--- src/rtl/insn_stream_loader.sv ---
// Byte-stream program loader: parses MAGIC / N(16b LE) / N words LE / XOR checksum,
// writes each word into instruction memory and holds the core in reset until verified.
module insn_stream_loader #(
    parameter int         ADDR_WIDTH = 10,
    parameter logic [7:0] MAGIC      = 8'hA5
) (
    input  logic                  clk,
    input  logic                  reset,
    input  logic [7:0]            rx_data,
    input  logic                  rx_valid,
    output logic                  rx_ready,
    output logic                  mem_we,
    output logic [ADDR_WIDTH-1:0] mem_addr,
    output logic [31:0]           mem_wdata,
    output logic                  core_hold,
    output logic                  busy,
    output logic                  done,
    output logic                  error
);

    typedef enum logic [2:0] {
        IDLE,
        LEN_LO,
        LEN_HI,
        DATA,
        CHECK,
        DONE,
        ERROR
    } state_t;

    // Largest legal word count; one bit wider than the 16-bit length field.
    localparam logic [16:0] LIMIT = 17'(1 << ADDR_WIDTH);

    state_t                state_q, state_d;
    logic [7:0]            len_lo_q, len_lo_d;
    logic [ADDR_WIDTH:0]   len_q, len_d;
    logic [ADDR_WIDTH:0]   addr_q, addr_d;
    logic [1:0]            cnt_q, cnt_d;
    logic [23:0]           asm_q, asm_d;
    logic [7:0]            csum_q, csum_d;
    logic                  we_q, we_d;
    logic [ADDR_WIDTH-1:0] maddr_q, maddr_d;
    logic [31:0]           wdata_q, wdata_d;

    logic                  xfer;
    logic [15:0]           n_words;
    logic [ADDR_WIDTH:0]   addr_nxt;

    // The write cycle doubles as the per-word stall.
    assign rx_ready  = !we_q;
    assign xfer      = rx_valid && rx_ready;
    assign n_words   = {rx_data, len_lo_q};
    assign addr_nxt  = addr_q + 1'b1;

    assign mem_we    = we_q;
    assign mem_addr  = maddr_q;
    assign mem_wdata = wdata_q;
    assign core_hold = (state_q != DONE);
    assign done      = (state_q == DONE);
    assign error     = (state_q == ERROR);
    assign busy      = (state_q == LEN_LO) || (state_q == LEN_HI) ||
                       (state_q == DATA)   || (state_q == CHECK);

    always_comb begin
        state_d  = state_q;
        len_lo_d = len_lo_q;
        len_d    = len_q;
        addr_d   = addr_q;
        cnt_d    = cnt_q;
        asm_d    = asm_q;
        csum_d   = csum_q;
        we_d     = 1'b0;
        maddr_d  = maddr_q;
        wdata_d  = wdata_q;

        if (xfer) begin
            case (state_q)
                IDLE, DONE, ERROR: begin
                    if (rx_data == MAGIC) begin
                        state_d = LEN_LO;
                        csum_d  = '0;
                        cnt_d   = '0;
                        addr_d  = '0;
                    end
                end
                LEN_LO: begin
                    len_lo_d = rx_data;
                    state_d  = LEN_HI;
                end
                LEN_HI: begin
                    len_d = n_words[ADDR_WIDTH:0];
                    if ({1'b0, n_words} > LIMIT)
                        state_d = ERROR;
                    else if (n_words == 16'd0)
                        state_d = CHECK;
                    else
                        state_d = DATA;
                end
                DATA: begin
                    csum_d = csum_q ^ rx_data;
                    cnt_d  = cnt_q + 2'd1;
                    case (cnt_q)
                        2'd0: asm_d[7:0]   = rx_data;
                        2'd1: asm_d[15:8]  = rx_data;
                        2'd2: asm_d[23:16] = rx_data;
                        default: begin
                            we_d    = 1'b1;
                            maddr_d = addr_q[ADDR_WIDTH-1:0];
                            wdata_d = {rx_data, asm_q};
                            addr_d  = addr_nxt;
                            if (addr_nxt == len_q)
                                state_d = CHECK;
                        end
                    endcase
                end
                CHECK: begin
                    state_d = (rx_data == csum_q) ? DONE : ERROR;
                end
                default: state_d = IDLE;
            endcase
        end
    end

    always_ff @(posedge clk) begin
        if (reset) begin
            state_q  <= IDLE;
            len_lo_q <= '0;
            len_q    <= '0;
            addr_q   <= '0;
            cnt_q    <= '0;
            asm_q    <= '0;
            csum_q   <= '0;
            we_q     <= 1'b0;
            maddr_q  <= '0;
            wdata_q  <= '0;
        end else begin
            state_q  <= state_d;
            len_lo_q <= len_lo_d;
            len_q    <= len_d;
            addr_q   <= addr_d;
            cnt_q    <= cnt_d;
            asm_q    <= asm_d;
            csum_q   <= csum_d;
            we_q     <= we_d;
            maddr_q  <= maddr_d;
            wdata_q  <= wdata_d;
        end
    end

endmodule

--- config.mk ---
export PLATFORM = sky130hd
export DESIGN_NAME = insn_stream_loader
export DESIGN_NICKNAME = d
export VERILOG_FILES = /design/src/rtl/insn_stream_loader.sv
export SDC_FILE = /design/constraint.sdc
export NUM_CORES = 1
export LEC_CHECK = 0
export BUFFER_PORTS_ARGS = -buffer_cell sky130_fd_sc_hd__buf_4
export CORE_MARGIN = 5
export CORE_UTILIZATION = 39
export CTS_BUF_LIST = sky130_fd_sc_hd__clkbuf_8
export CTS_CLUSTER_DIAMETER = 100
export DETAILED_ROUTE_END_ITERATION = 10
export HOLD_SLACK_MARGIN = 0.12
export REMOVE_ABC_BUFFERS = 1
export SLEW_MARGIN = 40
export SYNTH_ARGS = -nofsm -noshare
export SYNTH_HDL_FRONTEND = slang
export SYNTH_SLANG_ARGS = --single-unit
--- constraint.sdc ---
create_clock -name clk -period 1.9 [get_ports clk]
set_clock_uncertainty 0.15 [all_clocks]
set_input_delay 0.285 -clock clk [delete_from_list [all_inputs] [get_ports clk]]
set_output_delay 0.285 -clock clk [all_outputs]
set_load 0.01 [all_outputs]
**Word level (Yosys, flattened, before mapping)**

Index checks and enable logic that the tools add are counted.
Widths: inputs -> output; s select.

- Register bits after elaboration: 110
- Input bits: 11
- Output and inout port bits: 48
- Logic and storage cells: 70

- $add $sub $neg: 2
- Order comparisons: 1
- Equality and inequality tests: 15
- Multiplexer cells: 15
- Bitwise logic cells: 4
- Reductions and logical operators: 21

Operators by type and width:

| kind | count |
|---|---|
| $mux 11 | 2 |
| $pmux 11 s2 | 1 |
| $gt 16x11->1 const B | 1 |
| $logic_not 16->1 | 1 |
| $pmux 8 s2 | 1 |
| $mux 3 | 5 |
| $pmux 3 s5 | 1 |
| $reduce_and 3->1 | 5 |
| $add 11x1->11 const B | 1 |
| $eq 11x11->1 | 1 |
| $eq 3x3->1 const B | 3 |
| $reduce_or 3->1 | 3 |
| $eq 8x8->1 | 1 |
| $eq 8x8->1 const B | 1 |
| $mux 8 | 1 |
| $reduce_and 4->1 | 2 |
| $xor 8x8->8 | 1 |
| $eq 3x2->1 const B | 2 |
| $mux 2 | 2 |
| $ne 2x2->1 const B | 2 |
| $pmux 2 s2 | 1 |
| $reduce_and 2->1 | 2 |
| $eq 3x1->1 const B | 1 |
| $logic_not 3->1 | 1 |
| other kinds (12) | 16 |

**Logic depth before layout (Yosys ltp)**

- Depth after elaboration: 5
- Gate-level depth with buffers: 8
- Mapped depth without buffers: 7

**Worst setup path after synthesis**

OpenSTA, ideal clock, no wires.

- Path kind: register -> register
- Start point: register addr_q[0]
- End point: register state_q[1]
- Library setup time: 0.115 ns
- Data arrival time: 1.805 ns
- Required time: 1.635 ns
- Slack: -0.169 ns
- Stages on the path, launching flop included: 8
- Path buffers: 0
- Clock period less this slack: 2.069 ns
- Path through: dfxtp_1 ha_1 and3_1 nand3_1 o311ai_1 nand2_1 a21o_1 o21a_1

- Cells in the longest elaborated chain, start to end: 4

RTL lines:

| element | line | source |
|---|---|---|
| from (decl) | 37 | `logic [ADDR_WIDTH:0] addr_q, addr_d;` |
| from (signal assigned) | 140 | `addr_q <= addr_d;` |
| $add 11x1->11 | 53 | `assign addr_nxt = addr_q + 1'b1;` |
| $eq 11x11->1 | 111 | `if (addr_nxt == len_q)` |
| $ne 2x1->1 (no source line) | - |  |
| $reduce_and 4->1 (no source line) | - |  |
| to (signal assigned) | 137 | `state_q <= state_d;` |
| to (decl) | 34 | `state_t state_q, state_d;` |

Every way passes these cells.
A chain may end at the register's enable or synchronous reset.

**Worst setup path after layout**

- Start point: register addr_q[1]
- End point: register state_q[1]

The elaborated chain is that of the path after synthesis.

==> impl_metrics.py <==
metrics = {
    "cells_and_area": {
        "fin_area_sq_um": 6200,
        "n_fill_cell": 1211,
        "final_core_util": 0.509,
        "layout_common_cells": "nand2_1 (141), buf_4 (118), a21oi_1 (107)",
        "multiInputGateArea_sq_um": 2530,
        "ff_latch_area_sq_um": 2220,
        "fin_nets": 728,
        "layout_commonest_cell": "nand2_1",
        "n_antenna_cell": 0,
        "syn2layout_area_growth_pct": 26.8,
        "drive_gt1_frac": 0.246,
    },
    "floorplanning": {
        "coreArea_sq_um": 12200,
        "io_pins": 59,
        "initial_core_util": 0.402,
        "rows": 40,
        "die_h_um": 122,
        "die_area_sq_um": 14900,
        "die_w_um": 122,
    },
    "power_and_ir_drop": {
        "peakVddDrop_mv": 0.367,
        "power.leakage_nw": 2.30,
        "power_density_nw_per_um2": 751,
    },
    "clock_network": {
        "cts_root_buf": "clkbuf_8",
        "cts_tree": "yes",
        "clock_path_buffers": 2,
        "numCtsBuffers": 9,
        "clock_latency_ns": 0.39,
        "clock-sinks": 110,
        "htreeDepth": 3,
        "cts.clk_slew.worst_paths_ns": 0.11,
    },
    "global_route": {
        "antenna_found_initial": 0,
        "grt_max_degree": 38,
        "grt.total_usage": 0.175,
        "grt_pass1_wl_mm": 20.9,
        "gr-total-overflow": 0,
        "grt_pass1_vias": 4241,
    },
    "sta": {
        "layout_setup_ws_ns": 0.0110,
        "tightestPinTransition_ns": 0.395,
        "fmax_mhz": 529,
        "final-hold-violation-count": 0,
        "final-setup-viol-count": 0,
        "min_period_over_period": 0.994,
        "slew_headroom": 0.734,
        "fin_crit_ns": 1.89,
        "drv_slew": 0,
        "grt_setup_unrepaired": "yes",
    },
    "setup_path": {
        "crit_path_start_kind": "register",
        "worstPathArrival_ns": 2.03,
        "crit_family": "simple AND/OR/NAND/NOR gates",
        "cp_slowest_stage_delay_ns": 0.38,
        "cp_data_required_time_ns": 2.05,
        "cp_cell_sequence": "and4_4 > buf_6 > and3_4 > nor4_2 > o2111ai_1 > a21o_1 > o21a_1",
        "slowest_stage": "dfxtp_4",
        "critical_path_peak_fanout": 4,
        "cp-end-kind": "register",
        "crit_type": "reg -> reg",
        "crit_buf_inv": 1,
    },
    "detailed_routing": {
        "routedWlPerCell_um": 14.3,
        "first_pass_iters": 4,
        "antenna_left": 0,
        "drtIter0Drc": 297,
        "post-route-drc-count": 0,
        "drt-total-wl_mm": 12.6,
        "vias": 4511,
        "via_per_inst": 5.10,
    },
    "logic_synthesis": {
        "ys_types": 53,
        "synth-edff-count": 0,
        "ys_seq_elements": 110,
        "ys.flop_type": "dfxtp_1",
        "syn_avg_cell_area_sq_um": 7.82,
        "ys.warnings.count": 0,
        "synth-async-reset-ratio": 0,
        "syn_area_sq_um": 4890,
        "synthCells": 625,
        "ys_seq_area_frac": 0.451,
    },
    "place": {
        "gp_congestion": 0.854,
        "preCtsSetupSlack_ns": -0.190,
        "dp_hpwl_mm": 8.99,
        "place_area_sq_um": 5790,
        "port-buffer-count": 58,
    },
    "run_status": {
        "outcome": "completed",
    },
    "job": {
        "max_cap_viol_count": 0,
    },
    "min_path": {
        "hold_class": "in -> reg",
    },
}
power by group:
part	switching [mW]	total, mW	internal, mW	leakage, nW
combinational	0.494	0.901	0.407	1.33
clock	0.864	1.36	0.495	0.0858
sequential	0.0492	2.40	2.35	0.890
total	1.41	4.66	3.25	2.30
kinds of logic (layout without fill, tap and decap cells):
logic type / Yosys count / in the layout / share of synthesized area
AO/OA/AOI/OAI: 150 / 150 / 0.173
XOR/XNOR: 24 / 24 / 0.0458
adder cells (fa/ha/maj): 5 / 5 / 0.0128
buffers and inverters: 60 / 151 / 0.0545
flip-flops: 110 / 110 / 0.451
multiplexers: 1 / 1 / 0.00205
AND/OR/NAND/NOR: 275 / 275 / 0.261
cell type report:
| cell class | count | share of cell area |
|---|---|---|
| Tap cell | 168 | 0.0339 |
| Multi-Input combinational cell | 455 | 0.408 |
| Clock buffer | 9 | 0.0200 |
| Clock inverter | 6 | 0.00889 |
| Sequential cell | 110 | 0.358 |
| Inverter | 6 | 0.00363 |
| Timing Repair Buffer | 130 | 0.168 |
flip-flops by register name, indices dropped and copies added (netlist names):
| register | count |
|---|---|
| len_lo_q | 8 |
| addr_q | 11 |
| len_q | 11 |
| csum_q | 8 |
| state_q | 3 |
| mem_addr | 10 |
| mem_we | 1 |
| asm_q | 24 |
| cnt_q | 2 |
| mem_wdata | 32 |
Yosys cell counts (3+ instances only):
library cell / instances / area, sq um
xnor2_1: 10 / 87.6
and3_1: 4 / 25.0
inv_1: 6 / 22.5
nor4_1: 7 / 43.8
xor2_1: 13 / 114
o21ai_1: 6 / 30.0
ha_1: 5 / 62.6
nand3_1: 50 / 250
buf_2: 12 / 60.1
o21ai_0: 11 / 55.1
buf_4: 3 / 22.5
or3_1: 4 / 25.0
a211oi_1: 3 / 22.5
nand3b_1: 7 / 52.6
nor2_1: 31 / 116
a21oi_1: 107 / 536
nor2b_1: 7 / 43.8
nand2b_1: 3 / 18.8
nand4_1: 4 / 25.0
nand2_1: 142 / 533
dfxtp_1: 110 / 2200
clkbuf_1: 37 / 139
repair_timing:
item,CTS,global route
buffers inserted,0,6
pin swaps,8,9
endpoints found under the hold margin,20,0
setup endpoints to repair,28,60
hold buffers,5,0
resized for setup,21,14
final timing paths:
path / start / to / slack, ns / depth (start not counted)
max: addr_q[1] / state_q[1] / 0.01 / 7
min: rx_data[0] / csum_q[0] / 0.14 / 4
min reg2reg: mem_wdata[4] / mem_wdata[4] / 0.31 / 2
max reg2reg: addr_q[1] / state_q[1] / 0.01 / 7
worst min-delay path, cell delays in order:
cell     delay (ns)
buf_4          0.11
nor2_1         0.04
o21ai_0        0.14
a21oi_1        0.06
stage by stage:
step                      hold WS [ns]  power, mW  std cells  TNS, ns
after global placement           0.293       3.23        858    -1.67
after detailed placement         0.298       3.24        858    -2.04
after floorplan                  0.200       2.85        571   -62.88
after global routing             0.156       4.90        884   -0.243
after CTS                        0.123       4.64        878        0
final                            0.138       4.66        884        0
metal layers:
layer	track usage	part of all wire	routed length, um	vias up
met5	0	0	0	-
met4	0.0693	0.015	188	0
met3	0.0302	0.044	550	14
met2	0.273	0.46	5860	89
met1	0.241	0.48	6010	2115
li1	-	-	-	2293
Power figures use the tool's default switching activity.
